==> src/rtl/ltc2333_controller_if.sv <==
// Signal bundle between the BPM acquisition sequencer, ltc2333_controller and the LTC2333 pins.
// Optional echo-check outputs exist only when LTC2333_ECHO_CHECK_EN is defined.
interface ltc2333_controller_if;
  logic        start;
  logic [3:0]  seq_len;
  logic [63:0] seq_cmd;
  logic        cfg_write;
  logic        idle;
  logic        done;
  logic        timeout;
  logic        res_valid;
  logic [17:0] res_data;
  logic [2:0]  res_chan;
  logic [2:0]  res_span;
  logic        cnv;
  logic        scki;
  logic        sdi;
  logic        busy;
  logic        sdo;
`ifdef LTC2333_ECHO_CHECK_EN
  logic        echo_err;
  logic        echo_err_any;
`endif

  modport master (
`ifdef LTC2333_ECHO_CHECK_EN
    output echo_err, echo_err_any,
`endif
    input  start, seq_len, seq_cmd, cfg_write, busy, sdo,
    output idle, done, timeout, res_valid, res_data, res_chan, res_span, cnv, scki, sdi
  );

  modport slave (
`ifdef LTC2333_ECHO_CHECK_EN
    input  echo_err, echo_err_any,
`endif
    output start, seq_len, seq_cmd, cfg_write, busy, sdo,
    input  idle, done, timeout, res_valid, res_data, res_chan, res_span, cnv, scki, sdi
  );
endinterface

==> src/rtl/ltc2333_controller.sv <==
// LTC2333 serial-port initiator: CNV pulse, BUSY handshake, 24-bit word readout with optional
// SoftSpan programming on SDI. Define LTC2333_ECHO_CHECK_EN to add channel/span echo checking.
module ltc2333_controller #(
  parameter int unsigned CLK_DIV         = 2,
  parameter int unsigned CNV_HIGH_CYCLES = 4,
  parameter int unsigned BUSY_TIMEOUT    = 1024,
  parameter int unsigned SEQ_DEPTH       = 8
) (
  input logic                  clk,
  input logic                  rstn,
  ltc2333_controller_if.master bus
);

  localparam int unsigned DivW = (CLK_DIV > 1) ? $clog2(CLK_DIV) : 1;
  localparam int unsigned CntW = $clog2(BUSY_TIMEOUT + CNV_HIGH_CYCLES + 1);
  localparam logic [DivW-1:0] DivLast = DivW'(CLK_DIV - 1);
  localparam logic [CntW-1:0] CnvLast = CntW'(CNV_HIGH_CYCLES - 1);
  localparam logic [CntW-1:0] ToLast  = CntW'(BUSY_TIMEOUT - 1);

  typedef enum logic [2:0] {StIdle, StCnv, StWaitHi, StWaitLo, StShift, StDone} state_e;

  state_e          r_state;
  logic            r_busy_meta, r_busy_sync;
  logic [3:0]      r_len;
  logic [63:0]     r_cmd;
  logic            r_cfg;
  logic [CntW-1:0] r_cnt;
  logic [DivW-1:0] r_div;
  logic [7:0]      r_rise;
  logic [4:0]      r_bitc;
  logic [22:0]     r_sr;
  logic            r_idle, r_done, r_timeout, r_res_valid;
  logic [17:0]     r_res_data;
  logic [2:0]      r_res_chan, r_res_span;
  logic            r_cnv, r_scki, r_sdi;

  logic [3:0]  w_len;
  logic [7:0]  w_n;
  logic [7:0]  w_cfg_bits;
  logic [5:0]  w_sdi_idx;
  logic        w_sdi_next;
  logic [23:0] w_word;

  always_comb begin
    w_len = bus.seq_len;
    if (bus.seq_len == 4'd0 || 32'(bus.seq_len) > SEQ_DEPTH) w_len = 4'(SEQ_DEPTH);
  end

  // N = 24*len SCKI periods; only the first 8*len bits may carry sequence data.
  assign w_n        = {r_len, 4'b0000} + {1'b0, r_len, 3'b000};
  assign w_cfg_bits = {1'b0, r_len, 3'b000};
  // Bit k is bit 7-(k%8) of byte k/8, i.e. seq_cmd[{k/8, ~k[2:0]}].
  assign w_sdi_idx  = {r_rise[5:3], ~r_rise[2:0]};
  assign w_sdi_next = r_cfg && (r_rise < w_cfg_bits) && r_cmd[w_sdi_idx];
  assign w_word     = {r_sr, bus.sdo};

`ifdef LTC2333_ECHO_CHECK_EN
  logic [2:0]  r_word;
  logic [63:0] r_prog;
  logic        r_echo_err, r_echo_err_any;
  logic [5:0]  w_echo_exp;

  assign w_echo_exp       = r_prog[{r_word, 3'b000} +: 6];
  assign bus.echo_err     = r_echo_err;
  assign bus.echo_err_any = r_echo_err_any;
`endif

  always_ff @(posedge clk or negedge rstn) begin
    if (!rstn) begin
      r_busy_meta <= 1'b0;
      r_busy_sync <= 1'b0;
    end else begin
      r_busy_meta <= bus.busy;
      r_busy_sync <= r_busy_meta;
    end
  end

  always_ff @(posedge clk or negedge rstn) begin
    if (!rstn) begin
      r_state     <= StIdle;
      r_len       <= '0;
      r_cmd       <= '0;
      r_cfg       <= 1'b0;
      r_cnt       <= '0;
      r_div       <= '0;
      r_rise      <= '0;
      r_bitc      <= '0;
      r_sr        <= '0;
      r_idle      <= 1'b1;
      r_done      <= 1'b0;
      r_timeout   <= 1'b0;
      r_res_valid <= 1'b0;
      r_res_data  <= '0;
      r_res_chan  <= '0;
      r_res_span  <= '0;
      r_cnv       <= 1'b0;
      r_scki      <= 1'b0;
      r_sdi       <= 1'b0;
`ifdef LTC2333_ECHO_CHECK_EN
      r_word         <= '0;
      r_prog         <= '0;
      r_echo_err     <= 1'b0;
      r_echo_err_any <= 1'b0;
`endif
    end else begin
      r_res_valid <= 1'b0;
      unique case (r_state)
        StIdle: begin
          if (bus.start) begin
            r_len     <= w_len;
            r_cmd     <= bus.seq_cmd;
            r_cfg     <= bus.cfg_write;
            r_timeout <= 1'b0;
            r_cnv     <= 1'b1;
            r_cnt     <= '0;
            r_rise    <= '0;
            r_idle    <= 1'b0;
            r_state   <= StCnv;
`ifdef LTC2333_ECHO_CHECK_EN
            r_echo_err_any <= 1'b0;
`endif
          end
        end
        StCnv: begin
          if (r_cnt == CnvLast) begin
            r_cnv   <= 1'b0;
            r_cnt   <= '0;
            r_state <= StWaitHi;
          end else begin
            r_cnt <= r_cnt + 1'b1;
          end
        end
        StWaitHi: begin
          if (r_busy_sync) begin
            r_cnt   <= '0;
            r_state <= StWaitLo;
          end else if (r_cnt == ToLast) begin
            r_timeout <= 1'b1;
            r_idle    <= 1'b1;
            r_state   <= StIdle;
          end else begin
            r_cnt <= r_cnt + 1'b1;
          end
        end
        StWaitLo: begin
          if (!r_busy_sync) begin
            r_div   <= '0;
            r_bitc  <= '0;
            r_scki  <= 1'b0;
            r_sdi   <= w_sdi_next;
            r_state <= StShift;
`ifdef LTC2333_ECHO_CHECK_EN
            r_word <= '0;
`endif
          end else if (r_cnt == ToLast) begin
            r_timeout <= 1'b1;
            r_idle    <= 1'b1;
            r_state   <= StIdle;
          end else begin
            r_cnt <= r_cnt + 1'b1;
          end
        end
        StShift: begin
          if (r_div == DivLast) begin
            r_div <= '0;
            if (!r_scki) begin
              r_scki <= 1'b1;
              r_rise <= r_rise + 8'd1;
            end else begin
              // Falling edge: sample SDO and advance SDI in the same cycle.
              r_scki <= 1'b0;
              r_sdi  <= w_sdi_next;
              r_sr   <= w_word[22:0];
              if (r_bitc == 5'd23) begin
                r_bitc      <= '0;
                r_res_valid <= 1'b1;
                r_res_data  <= w_word[23:6];
                r_res_chan  <= w_word[5:3];
                r_res_span  <= w_word[2:0];
`ifdef LTC2333_ECHO_CHECK_EN
                r_word     <= r_word + 3'd1;
                r_echo_err <= (w_word[5:0] != w_echo_exp);
                if (w_word[5:0] != w_echo_exp) r_echo_err_any <= 1'b1;
`endif
              end else begin
                r_bitc <= r_bitc + 5'd1;
              end
              if (r_rise == w_n) begin
                r_done  <= 1'b1;
                r_state <= StDone;
              end
            end
          end else begin
            r_div <= r_div + 1'b1;
          end
        end
        StDone: begin
          r_done  <= 1'b0;
          r_idle  <= 1'b1;
          r_state <= StIdle;
`ifdef LTC2333_ECHO_CHECK_EN
          if (r_cfg) r_prog <= r_cmd;
`endif
        end
        default: r_state <= StIdle;
      endcase
    end
  end

  assign bus.idle      = r_idle;
  assign bus.done      = r_done;
  assign bus.timeout   = r_timeout;
  assign bus.res_valid = r_res_valid;
  assign bus.res_data  = r_res_data;
  assign bus.res_chan  = r_res_chan;
  assign bus.res_span  = r_res_span;
  assign bus.cnv       = r_cnv;
  assign bus.scki      = r_scki;
  assign bus.sdi       = r_sdi;

endmodule

==> src/flat_wrapper.sv <==
// flat-port wrapper written by rule: the top's interface ports become plain ports
module ltc2333_controller_flat 
#(
  parameter int unsigned CLK_DIV         = 2,
  parameter int unsigned CNV_HIGH_CYCLES = 4,
  parameter int unsigned BUSY_TIMEOUT    = 1024,
  parameter int unsigned SEQ_DEPTH       = 8
)
  (clk, rstn, bus_start, bus_seq_len, bus_seq_cmd, bus_cfg_write, bus_busy, bus_sdo, bus_idle, bus_done, bus_timeout, bus_res_valid, bus_res_data, bus_res_chan, bus_res_span, bus_cnv, bus_scki, bus_sdi);
  ltc2333_controller_if bus_i ();
  input logic clk;
  input logic rstn;
  input wire logic [$bits(bus_i.start)-1:0] bus_start;
  input wire logic [$bits(bus_i.seq_len)-1:0] bus_seq_len;
  input wire logic [$bits(bus_i.seq_cmd)-1:0] bus_seq_cmd;
  input wire logic [$bits(bus_i.cfg_write)-1:0] bus_cfg_write;
  input wire logic [$bits(bus_i.busy)-1:0] bus_busy;
  input wire logic [$bits(bus_i.sdo)-1:0] bus_sdo;
  output wire logic [$bits(bus_i.idle)-1:0] bus_idle;
  output wire logic [$bits(bus_i.done)-1:0] bus_done;
  output wire logic [$bits(bus_i.timeout)-1:0] bus_timeout;
  output wire logic [$bits(bus_i.res_valid)-1:0] bus_res_valid;
  output wire logic [$bits(bus_i.res_data)-1:0] bus_res_data;
  output wire logic [$bits(bus_i.res_chan)-1:0] bus_res_chan;
  output wire logic [$bits(bus_i.res_span)-1:0] bus_res_span;
  output wire logic [$bits(bus_i.cnv)-1:0] bus_cnv;
  output wire logic [$bits(bus_i.scki)-1:0] bus_scki;
  output wire logic [$bits(bus_i.sdi)-1:0] bus_sdi;
  assign bus_i.start = bus_start;
  assign bus_i.seq_len = bus_seq_len;
  assign bus_i.seq_cmd = bus_seq_cmd;
  assign bus_i.cfg_write = bus_cfg_write;
  assign bus_i.busy = bus_busy;
  assign bus_i.sdo = bus_sdo;
  assign bus_idle = bus_i.idle;
  assign bus_done = bus_i.done;
  assign bus_timeout = bus_i.timeout;
  assign bus_res_valid = bus_i.res_valid;
  assign bus_res_data = bus_i.res_data;
  assign bus_res_chan = bus_i.res_chan;
  assign bus_res_span = bus_i.res_span;
  assign bus_cnv = bus_i.cnv;
  assign bus_scki = bus_i.scki;
  assign bus_sdi = bus_i.sdi;
  ltc2333_controller #(.CLK_DIV(CLK_DIV), .CNV_HIGH_CYCLES(CNV_HIGH_CYCLES), .BUSY_TIMEOUT(BUSY_TIMEOUT), .SEQ_DEPTH(SEQ_DEPTH)) u_core (.clk(clk), .rstn(rstn), .bus(bus_i));
endmodule
==> config.mk <==
export PLATFORM = sky130hd
export DESIGN_NAME = ltc2333_controller_flat
export DESIGN_NICKNAME = d
export VERILOG_FILES = /design/src/rtl/ltc2333_controller_if.sv /design/src/rtl/ltc2333_controller.sv /design/src/flat_wrapper.sv
export SDC_FILE = /design/constraint.sdc
export NUM_CORES = 1
export LEC_CHECK = 0
export ABC_AREA = 1
export BUFFER_PORTS_ARGS = -buffer_cell sky130_fd_sc_hd__buf_2
export CAP_MARGIN = 25
export CORE_UTILIZATION = 42
export CTS_BUF_LIST = sky130_fd_sc_hd__clkbuf_16
export CTS_CLUSTER_DIAMETER = 40
export DETAILED_ROUTE_END_ITERATION = 8
export PLACE_DENSITY = 0.61
export SLEW_MARGIN = 10
export SYNTH_ARGS = -nofsm -noshare
export SYNTH_HDL_FRONTEND = slang
export SYNTH_SLANG_ARGS = --single-unit
==> constraint.sdc <==
create_clock -name clk -period 3.9 [get_ports clk]
set_input_delay 0.78 -clock clk [delete_from_list [all_inputs] [get_ports clk]]
set_output_delay 0.78 -clock clk [all_outputs]
set_load 0.1 [all_outputs]
==> metrics, run 1 <==
outcome finished, final reports clean; Cells after DPL 1204; routed len/inst 13.2 microns; Clock Sink Count 153; DR vias 6003; RSZ-0062 raised after global routing false; Final Net Count 1089; R2R Path End u_core.r_state[0]; Setup Slack @ Placement 1330 ps; Worst Slack Setup Final 1280 ps; Synth Instances 908; CTS Root Cell clkbuf_16; Comb power frac 2.1%; Final Wtd Congestion 0.833; 1st-iter DRT viols 365; Final setup violation count 0; I/O pin total 105; post-synthesis instance area 7240 sq um; Seq/Total Area, Yosys 52.9%; Initial Util 43.4%; Die Ht 133 microns; router iterations before antenna repair 5; most common cell after layout, fill and taps aside nand2_1; clock transition at the registers of the reported paths 70 ps; Syn Area/Cell 7.98 sq um; Crit Reg-Reg Startpoint u_core.r_rise[1]; post-synthesis register bit count 153; CTS max path bufs 2; Area Overhead vs Synth 17.7%; initial antenna violation count 0; Psw 786 uW; reg2reg setup slack 1280 ps; Core Area 16700 sq um; Worst Hold Class register to register; post-detail-place hpwl 10800 microns; sequential share of power 47.1%; post-DR vias/cell 4.86; clock share of power 50.8%; pin count of the biggest net entering global routing 86; Final Hold Fails 0; post-cts resize count 0; Slew HR 45.6%; Fin Clk Skew 7.76 ps; yosys synthesis warning count 0; Pwr Density 396 nW/um^2; setup total negative slack 0 ps; GRT overflow 0; r2r worst-path depth 10; H-tree depth 4; Rows 47; Int Pwr 2590 uW; final worst-path cycle share 67.1%; Final Max Slew Viols 0; setup bufs post-CTS 0; IO Port Bufs 104; Total GRT Usage 20.1%; Critical Path Start Type register; required time of the critical path 4200 ps; CTS tree yes; hold wc startpoint u_core.r_busy_meta; hold path cells 0; CTS Buf Count 17; Worst-Margin Slew 816 ps; post-synth cell types 37; P_leak 0.00448 uW; worst hold endpoint u_core.r_busy_sync; # DRC 0; first-pass GRT wire length 28100 microns; Antenna Violating Nets Remaining 0; switching share of power 23.3%; Critical Path AT 2920 ps; clk_lat worst skew 430 ps; maximum VDD drop 314 uV; syn nets 994; CTS Hold Bufs 0; fin cells 1236; Final min period 2620 ps; most frequent cells in the layout nand2_1 (384), dfrtp_1 (152), buf_2 (103), nand3_1 (69); total of max-cap violations 0; Chip Width 133 microns; layout cells sized above 1 16.1%; crit-path max FO 19; ANT cells 0; DIE AREA 17800 sq um; Routed WL 16300 microns; achievable frequency 382 MHz; CP endpoint kind register; vias in the first global route 5784; critical path class register to register
==> through the flow <==
stage	util [%]	instance area [sq um]	hold WS (ps)	power, uW
3_3_place_gp	47.4	7920	335	1690
6_report	51.0	8520	353	3370
2_1_floorplan	-	7240	331	1620
4_1_cts	51.0	8520	352	3410
3_5_place_dp	47.4	7920	336	1690
5_1_grt	51.0	8520	373	3490
==> worst max-delay path, stage by stage (launching register included) <==
cell and delay, ps:
dfrtp_1 800, clkinv_1 750, ha_1 430, nand2_1 60
nor2_1 40, nand3_1 90, nor2_1 50, nand2_1 50
nand2_1 50, nand2_1 80, o21ai_0 70
==> kinds of logic (layout without fill, tap and decap cells) <==
kind of cell             count (synthesis)  count (layout)  share of synthesized area [%]
AND/OR/NAND/NOR                        513             513                           29.1
flip-flops                             153             153                           52.9
buffers and inverters                  113             221                           6.62
AO/OA/AOI/OAI                          103             103                           7.53
XOR/XNOR                                14              14                           1.69
adder cells (fa/ha/maj)                 12              12                           2.18
==> power by group through the flow <==
| stage | logic [uW] | clock network (uW) | registers (uW) |
|---|---|---|---|
| after CTS | 75.5 | 1750 | 1590 |
| after floorplan | 1.24 | 0 | 1620 |
| final | 71.8 | 1710 | 1590 |
| after global routing | 83.1 | 1820 | 1590 |
| after global placement | 74.9 | 0 | 1620 |
| after detailed placement | 75.2 | 0 | 1620 |
==> synth_stat cells <==
library cell	n	area [sq um]
a21oi_1	18	90.1
a22o_1	1	8.76
and3_1	1	6.26
buf_1	2	7.51
buf_2	14	70.1
buf_4	4	30.0
buf_6	3	33.8
clkbuf_1	14	52.6
clkinv_1	2	7.51
dfrtp_1	152	3800
dfstp_2	1	26.3
fa_1	1	20.0
ha_1	11	138
inv_1	66	248
inv_2	8	30.0
nand2_1	384	1440
nand2_2	1	6.26
nand2_4	1	11.3
nand3_1	69	345
nand3_2	1	10.0
nand3b_1	1	7.51
nand3b_4	1	20.0
nand4_1	6	37.5
nor2_1	36	135
nor2_2	1	6.26
nor2_4	3	33.8
nor3_1	6	30.0
nor3_2	1	10.0
o211ai_1	1	7.51
o21a_1	6	45.0
o21ai_0	66	330
o21ai_1	6	30.0
o22ai_1	3	18.8
o31ai_1	2	15.0
or2_2	1	6.26
xnor2_1	5	43.8
xor2_1	9	78.8
==> worst max-delay path by stage <==
stage                     slack, ps             start  depth (start not counted)                      end
after detailed placement       1330  u_core.r_rise[1]                         10        u_core.r_state[0]
after global placement         1370  u_core.r_rise[1]                         10        u_core.r_state[0]
after CTS                      1310  u_core.r_rise[1]                         10        u_core.r_state[0]
after global routing           1120  u_core.r_rise[1]                         10        u_core.r_state[0]
final                          1280  u_core.r_rise[1]                         10        u_core.r_state[0]
after floorplan                1850   u_core.bus.scki                          9  u_core.bus.res_data[11]
==> cell type report <==
type                       instances  area (sq um)
fill                            1644          8180
sequential                       153          3830
multi-input combinational        642          2930
timing repair buffer             113           594
clock buffer                      17           425
inverter                          76           285
tap                              220           275
clock inverter                    15           179
==> routing by layer <==
metal / track usage [%] / part of all wire (%)
met4: 6.12 / 1.1
met2: 31.0 / 45
met3: 4.91 / 4.3
met1: 28.0 / 50
met5: 0 / 0
==> state kept, by name (all words and copies together) (netlist names), 3 cells and up <==
register	count
u_core.r_len	4
u_core.r_cnt	11
u_core.r_sr	23
u_core.bus.res_span	3
u_core.r_bitc	5
u_core.r_state	3
u_core.bus.res_data	18
u_core.bus.res_chan	3
u_core.r_rise	8
u_core.r_cmd	64
No activity file was read; power rests on OpenSTA's default activity.
==> run 2, diff against run 1 <==
--- a/config.mk
+++ b/config.mk
@@ -12,7 +12,7 @@
 export CTS_BUF_LIST = sky130_fd_sc_hd__clkbuf_16
 export CTS_CLUSTER_DIAMETER = 40
 export DETAILED_ROUTE_END_ITERATION = 8
-export PLACE_DENSITY = 0.61
+export PLACE_DENSITY = 0.63
 export SLEW_MARGIN = 10
 export SYNTH_ARGS = -nofsm -noshare
 export SYNTH_HDL_FRONTEND = slang
==> constraint.sdc (replaced) <==
create_clock -name clk -period 2.4 [get_ports clk]
set_input_delay 0.48 -clock clk [delete_from_list [all_inputs] [get_ports clk]]
set_output_delay 0.48 -clock clk [all_outputs]
set_load 0.1 [all_outputs]
==> run 2 against run 1 <==
Total power rose by 64%; utilization up 0.57 points; critical path depth unchanged; critical endpoint is now u_core.r_cnt[5]; cell count up 0.65%.
==> metrics, run 2 (same netlist as run 1, synthesis figures left out) <==
R2R Path End u_core.r_cnt[5]; first-pass GRT wire length 28300 microns; Comb power frac 2.2%; Slew HR 63.8%; DR vias 5929; DIE AREA 17800 sq um; CTS Root Cell clkbuf_16; GRT overflow 0; Crit Reg-Reg Startpoint u_core.r_cnt[0]; Routed WL 16500 microns; Int Pwr 4290 uW; Psw 1220 uW; clk_lat worst skew 430 ps; # DRC 0; Largest register FFs 64; IO Port Bufs 104; final worst-path cycle share 81.2%; layout cells sized above 1 16.6%; required time of the critical path 2710 ps; Final Max Slew Viols 0; total of max-cap violations 0; r2r worst-path depth 10; post-detail-place hpwl 11200 microns; switching share of power 22.2%; P_leak 0.00453 uW; sequential share of power 46.8%; H-tree depth 4; CTS Hold Bufs 0; Worst Hold Class input pin to asynchronous set/reset pin; RSZ-0062 raised after global routing false; CTS max path bufs 2; Initial Util 43.4%; initial antenna violation count 0; Fin Clk Skew 11.0 ps; CTS Buf Count 17; Die Ht 133 microns; Antenna Violating Nets Remaining 0; critical path class register to register; Setup Slack @ Placement 473 ps; maximum VDD drop 489 uV; clock transition at the registers of the reported paths 60 ps; vias in the first global route 5737; Clock Sink Count 153; ANT cells 0; router iterations before antenna repair 4; Rows 47; post-cts resize count 0; I/O pin total 105; post-DR vias/cell 4.77; Final setup violation count 0; reg2reg setup slack 450 ps; CP endpoint kind register; Final min period 1950 ps; clock share of power 51.0%; Worst Slack Setup Final 452 ps; Total GRT Usage 20.2%; Final Net Count 1097; Core Area 16700 sq um; Critical Path AT 2260 ps; Area Overhead vs Synth 19.0%; Pwr Density 640 nW/um^2; routed len/inst 13.2 microns; 1st-iter DRT viols 364; setup bufs post-CTS 0; crit-path max FO 5; Final Wtd Congestion 0.927; Critical Path Start Type register; most common cell after layout, fill and taps aside nand2_1; achievable frequency 513 MHz; CTS tree yes; Worst-Margin Slew 543 ps; Chip Width 133 microns; Final Hold Fails 0; Most flops, register u_core.r_cmd; outcome finished, final reports clean; pin count of the biggest net entering global routing 55; setup total negative slack 0 ps; most frequent cells in the layout nand2_1 (384), dfrtp_1 (152), buf_2 (103), nand3_1 (69), inv_1 (67)
## run 2: cell types whose count changed in the layout (fill, tap and decap cells not counted)
cell        before  now
bufinv_16        2    3
inv_6            4    3
buf_12           0    2
clkinv_4         2    0
inv_1           66   67
buf_4            9   15
inv_8            5    4
clkinv_2         2    1
clkinvlp_4       0    2
clkinv_1         2    3
## run 2: per-stage QoR
| step | total power [uW] | instance area (sq um) | utilization, % | std cells | hold slack [ps] |
|---|---|---|---|---|---|
| 5_1_grt | 5710 | 8620 | 51.6 | 1244 | 37.1 |
| 6_report | 5520 | 8620 | 51.6 | 1244 | 4.54 |
| 3_5_place_dp | 2760 | 8000 | 47.9 | 1212 | 336 |
| 4_1_cts | 5580 | 8620 | 51.6 | 1244 | 23.9 |
| 3_3_place_gp | 2760 | 8000 | 47.9 | 1212 | 333 |
| 2_1_floorplan | 2630 | 7240 | - | 908 | 184 |
## run 2: metal layers
layer | part of all wire, % | wire length [microns] | track usage (%) | up-vias
met5 | 0 | 0 | 0 | -
met4 | 0.95 | 156 | 5.05 | 0
li1 | - | - | - | 3069
met2 | 45 | 7410 | 30.8 | 103
met1 | 50 | 8270 | 28.8 | 2745
met3 | 3.9 | 636 | 4.83 | 12
## run 2: worst max-delay path, cell delays in order (launching register included)
cell	delay, ps
dfrtp_1	400
ha_1	220
nand3_1	160
nor3_2	220
nand3_1	240
inv_2	130
nand2_1	90
nand2_1	120
nor2_1	40
o21ai_0	150
inv_1	60
## run 2: area by class of cell
type	count	area [sq um]
sequential	153	3830
timing repair buffer	121	679
tap	220	275
multi-input combinational	642	2930
clock inverter	15	189
inverter	76	285
fill	1657	8080
clock buffer	17	425
## run 2: worst max path at each step
stage                 startpoint                 endpoint  slack (ps)  cells after the start
2_1_floorplan    u_core.bus.scki  u_core.bus.res_data[11]         350                      9
3_3_place_gp   u_core.r_state[1]         u_core.r_rise[4]         520                     10
3_5_place_dp   u_core.r_state[1]         u_core.r_rise[4]         470                     10
4_1_cts        u_core.r_state[1]         u_core.r_rise[4]         450                     10
5_1_grt          u_core.r_len[1]        u_core.r_state[0]         240                      9
6_report         u_core.r_cnt[0]          u_core.r_cnt[5]         450                     10
## run 2: power by group through the flow
stage / combinational, uW / clock [uW] / sequential, uW
2_1_floorplan: 2.01 / 0 / 2630
3_3_place_gp: 128 / 0 / 2630
3_5_place_dp: 127 / 0 / 2630
4_1_cts: 128 / 2870 / 2580
5_1_grt: 141 / 2990 / 2580
6_report: 122 / 2810 / 2580
==> run 3, diff against run 2 <==
--- a/config.mk
+++ b/config.mk
@@ -12,7 +12,7 @@
 export CTS_BUF_LIST = sky130_fd_sc_hd__clkbuf_16
 export CTS_CLUSTER_DIAMETER = 40
 export DETAILED_ROUTE_END_ITERATION = 8
-export PLACE_DENSITY = 0.63
+export PLACE_DENSITY = 0.61
 export SLEW_MARGIN = 10
 export SYNTH_ARGS = -nofsm -noshare
 export SYNTH_HDL_FRONTEND = slang
==> constraint.sdc (replaced) <==
create_clock -name clk -period 1.8 [get_ports clk]
set_input_delay 0.36 -clock clk [delete_from_list [all_inputs] [get_ports clk]]
set_output_delay 0.36 -clock clk [all_outputs]
set_load 0.1 [all_outputs]
==> run 3 against run 2 <==
The flow now finishes with violations (setup timing); count of clock-buffer cells in the layout did not move; worst setup slack got worse by 490 ps; non-clock buffer count rose by 27; combinational power rose by 42%; total power rose by 27%; first-iteration DRC count fell by 8.0%; sequential cell count did not move; largest cell class unchanged; highest routed layer unchanged; sequential share of layout area fell by 1.5 points; maximum frequency rose by 5.9%.
==> metrics, run 3 (same netlist as run 1, synthesis figures left out) <==
outcome complete, but fails checks; failing checks setup timing; Crit Reg-Reg Startpoint u_core.r_len[1]; Core Util, Final 53.4%; WP depth 9; Chip Width 133 microns; Worst Slack Setup Final -39.8 ps; R2R Path End u_core.r_state[1]; critical path class register to register; IO Port Bufs 104; reg2reg setup slack -40 ps; hold wc startpoint bus_busy; CTS max path bufs 2; GRT overflow 0; Die Ht 133 microns; total of max-cap violations 0; Core Area 16700 sq um; crit-path max FO 3; CTS tree yes; DIE AREA 17800 sq um; I/O pin total 105; clk_lat worst skew 420 ps; P_leak 0.00466 uW; hold path cells 1; post-DR vias/cell 4.75; Bufs and invs on worst path 1; first-pass GRT wire length 28700 microns; Final Max Slew Viols 0; Initial Util 43.4%; RSZ-0062 raised after global routing true; final worst-path cycle share 102%; most frequent cells in the layout nand2_1 (381), dfrtp_1 (151), buf_2 (103), inv_1 (67), nand3_1 (66); r2r worst-path depth 9; most frequent CP cell nand2_1; Area Overhead vs Synth 23.2%; CTS Root Cell clkbuf_16; Critical Path AT 2180 ps; layout cells sized above 1 19.9%; Routed WL 16700 microns; CP endpoint kind register; Fin Clk Skew 7.66 ps; routed len/inst 13.2 microns; Final min period 1840 ps; family with the most delay on the worst path adder cells; Final setup violation count 2; placed cell areas 8270 sq um; Rows 47; CTS Buf Count 17; ANT cells 0; maximum VDD drop 719 uV; vias in the first global route 5866; Setup Slack @ Placement -93.9 ps; design area 8920 sq um; Pwr Density 785 nW/um^2; # DRC 0; DR vias 6037; Final Wtd Congestion 0.830; Critical Path Start Type register; post-detail-place hpwl 11500 microns; most common cell after layout, fill and taps aside nand2_1; clock transition at the registers of the reported paths 60 ps; Slew HR 66.9%; initial antenna violation count 0; required time of the critical path 2150 ps; Total GRT Usage 20.4%; Final Hold Fails 0; total power 7010 uW; pin count of the biggest net entering global routing 48; H-tree depth 4; worst setup path endpoint u_core.r_state[1]; 1st-iter DRT viols 335; Antenna Violating Nets Remaining 0; router iterations before antenna repair 4; CP max-delay cell fa_1; Most flops, register u_core.r_cmd; Largest register FFs 64; Worst Hold Class input pin to register; Clock Sink Count 153; Final Net Count 1124; achievable frequency 544 MHz; Setup crit start u_core.r_len[1]; max incr delay on CP 570 ps; Worst-Margin Slew 500 ps; worst path cell trace buf_4 > fa_1 > xnor2_1 > nand3_1 > nor2_2 > nand2_1 > nand2_1 > nand2_1 > a21oi_1
==> run 3: cell types whose count changed in the layout (fill, tap and decap cells not counted), sizes merged <==
cell / delta
clkinvlp: +2
dlygate4sd3: +1
buf: +26
bufinv: -3
clkinv: +1
==> run 3: worst min path at each step <==
| stage | endpoint | slack, ps |
|---|---|---|
| floorplan | u_core.bus.cnv | 60 |
| global placement | u_core.r_cmd[58] | 330 |
| detailed placement | u_core.r_cmd[58] | 330 |
| CTS | u_core.r_busy_meta | 20 |
| global route | u_core.r_busy_meta | 20 |
| finish | u_core.r_busy_meta | 40 |
==> run 3: per-layer routing <==
layer,wire length (microns),track usage (%)
met1,8410,29.0
met2,7680,31.7
met5,0,0
met4,88,5.18
met3,577,4.53
==> run 3: area by class of cell <==
class	instances	area, sq um
Clock buffer	17	425
Fill cell	1601	7780
Clock inverter	15	135
Tap cell	220	275
Multi-Input combinational cell	642	2980
Sequential cell	153	3830
Inverter	76	290
Timing Repair Buffer	148	983
==> run 3: where the power goes <==
group / switching [uW] / internal, uW / total, uW
registers: 1.74 / 3440 / 3440
logic: 97.3 / 75.6 / 173
clock network: 1570 / 1820 / 3390
==> run 3: repair_timing <==
item,CTS,global route
gates resized for setup,2,19
endpoints found under the setup margin,3,57
pin swaps,2,7
setup buffers,0,2
hold buffers,1,0
endpoints found under the hold margin,37,0
==> run 3: per-stage QoR <==
| step | hold WS, ps | cells | TNS [ps] |
|---|---|---|---|
| after floorplan | 64.4 | 908 | 0 |
| after global placement | 332 | 1236 | -8.07 |
| after detailed placement | 334 | 1236 | -162 |
| after CTS | 24.9 | 1269 | -108 |
| after global routing | 21.2 | 1271 | -805 |
| final | 41.6 | 1271 | -69.2 |
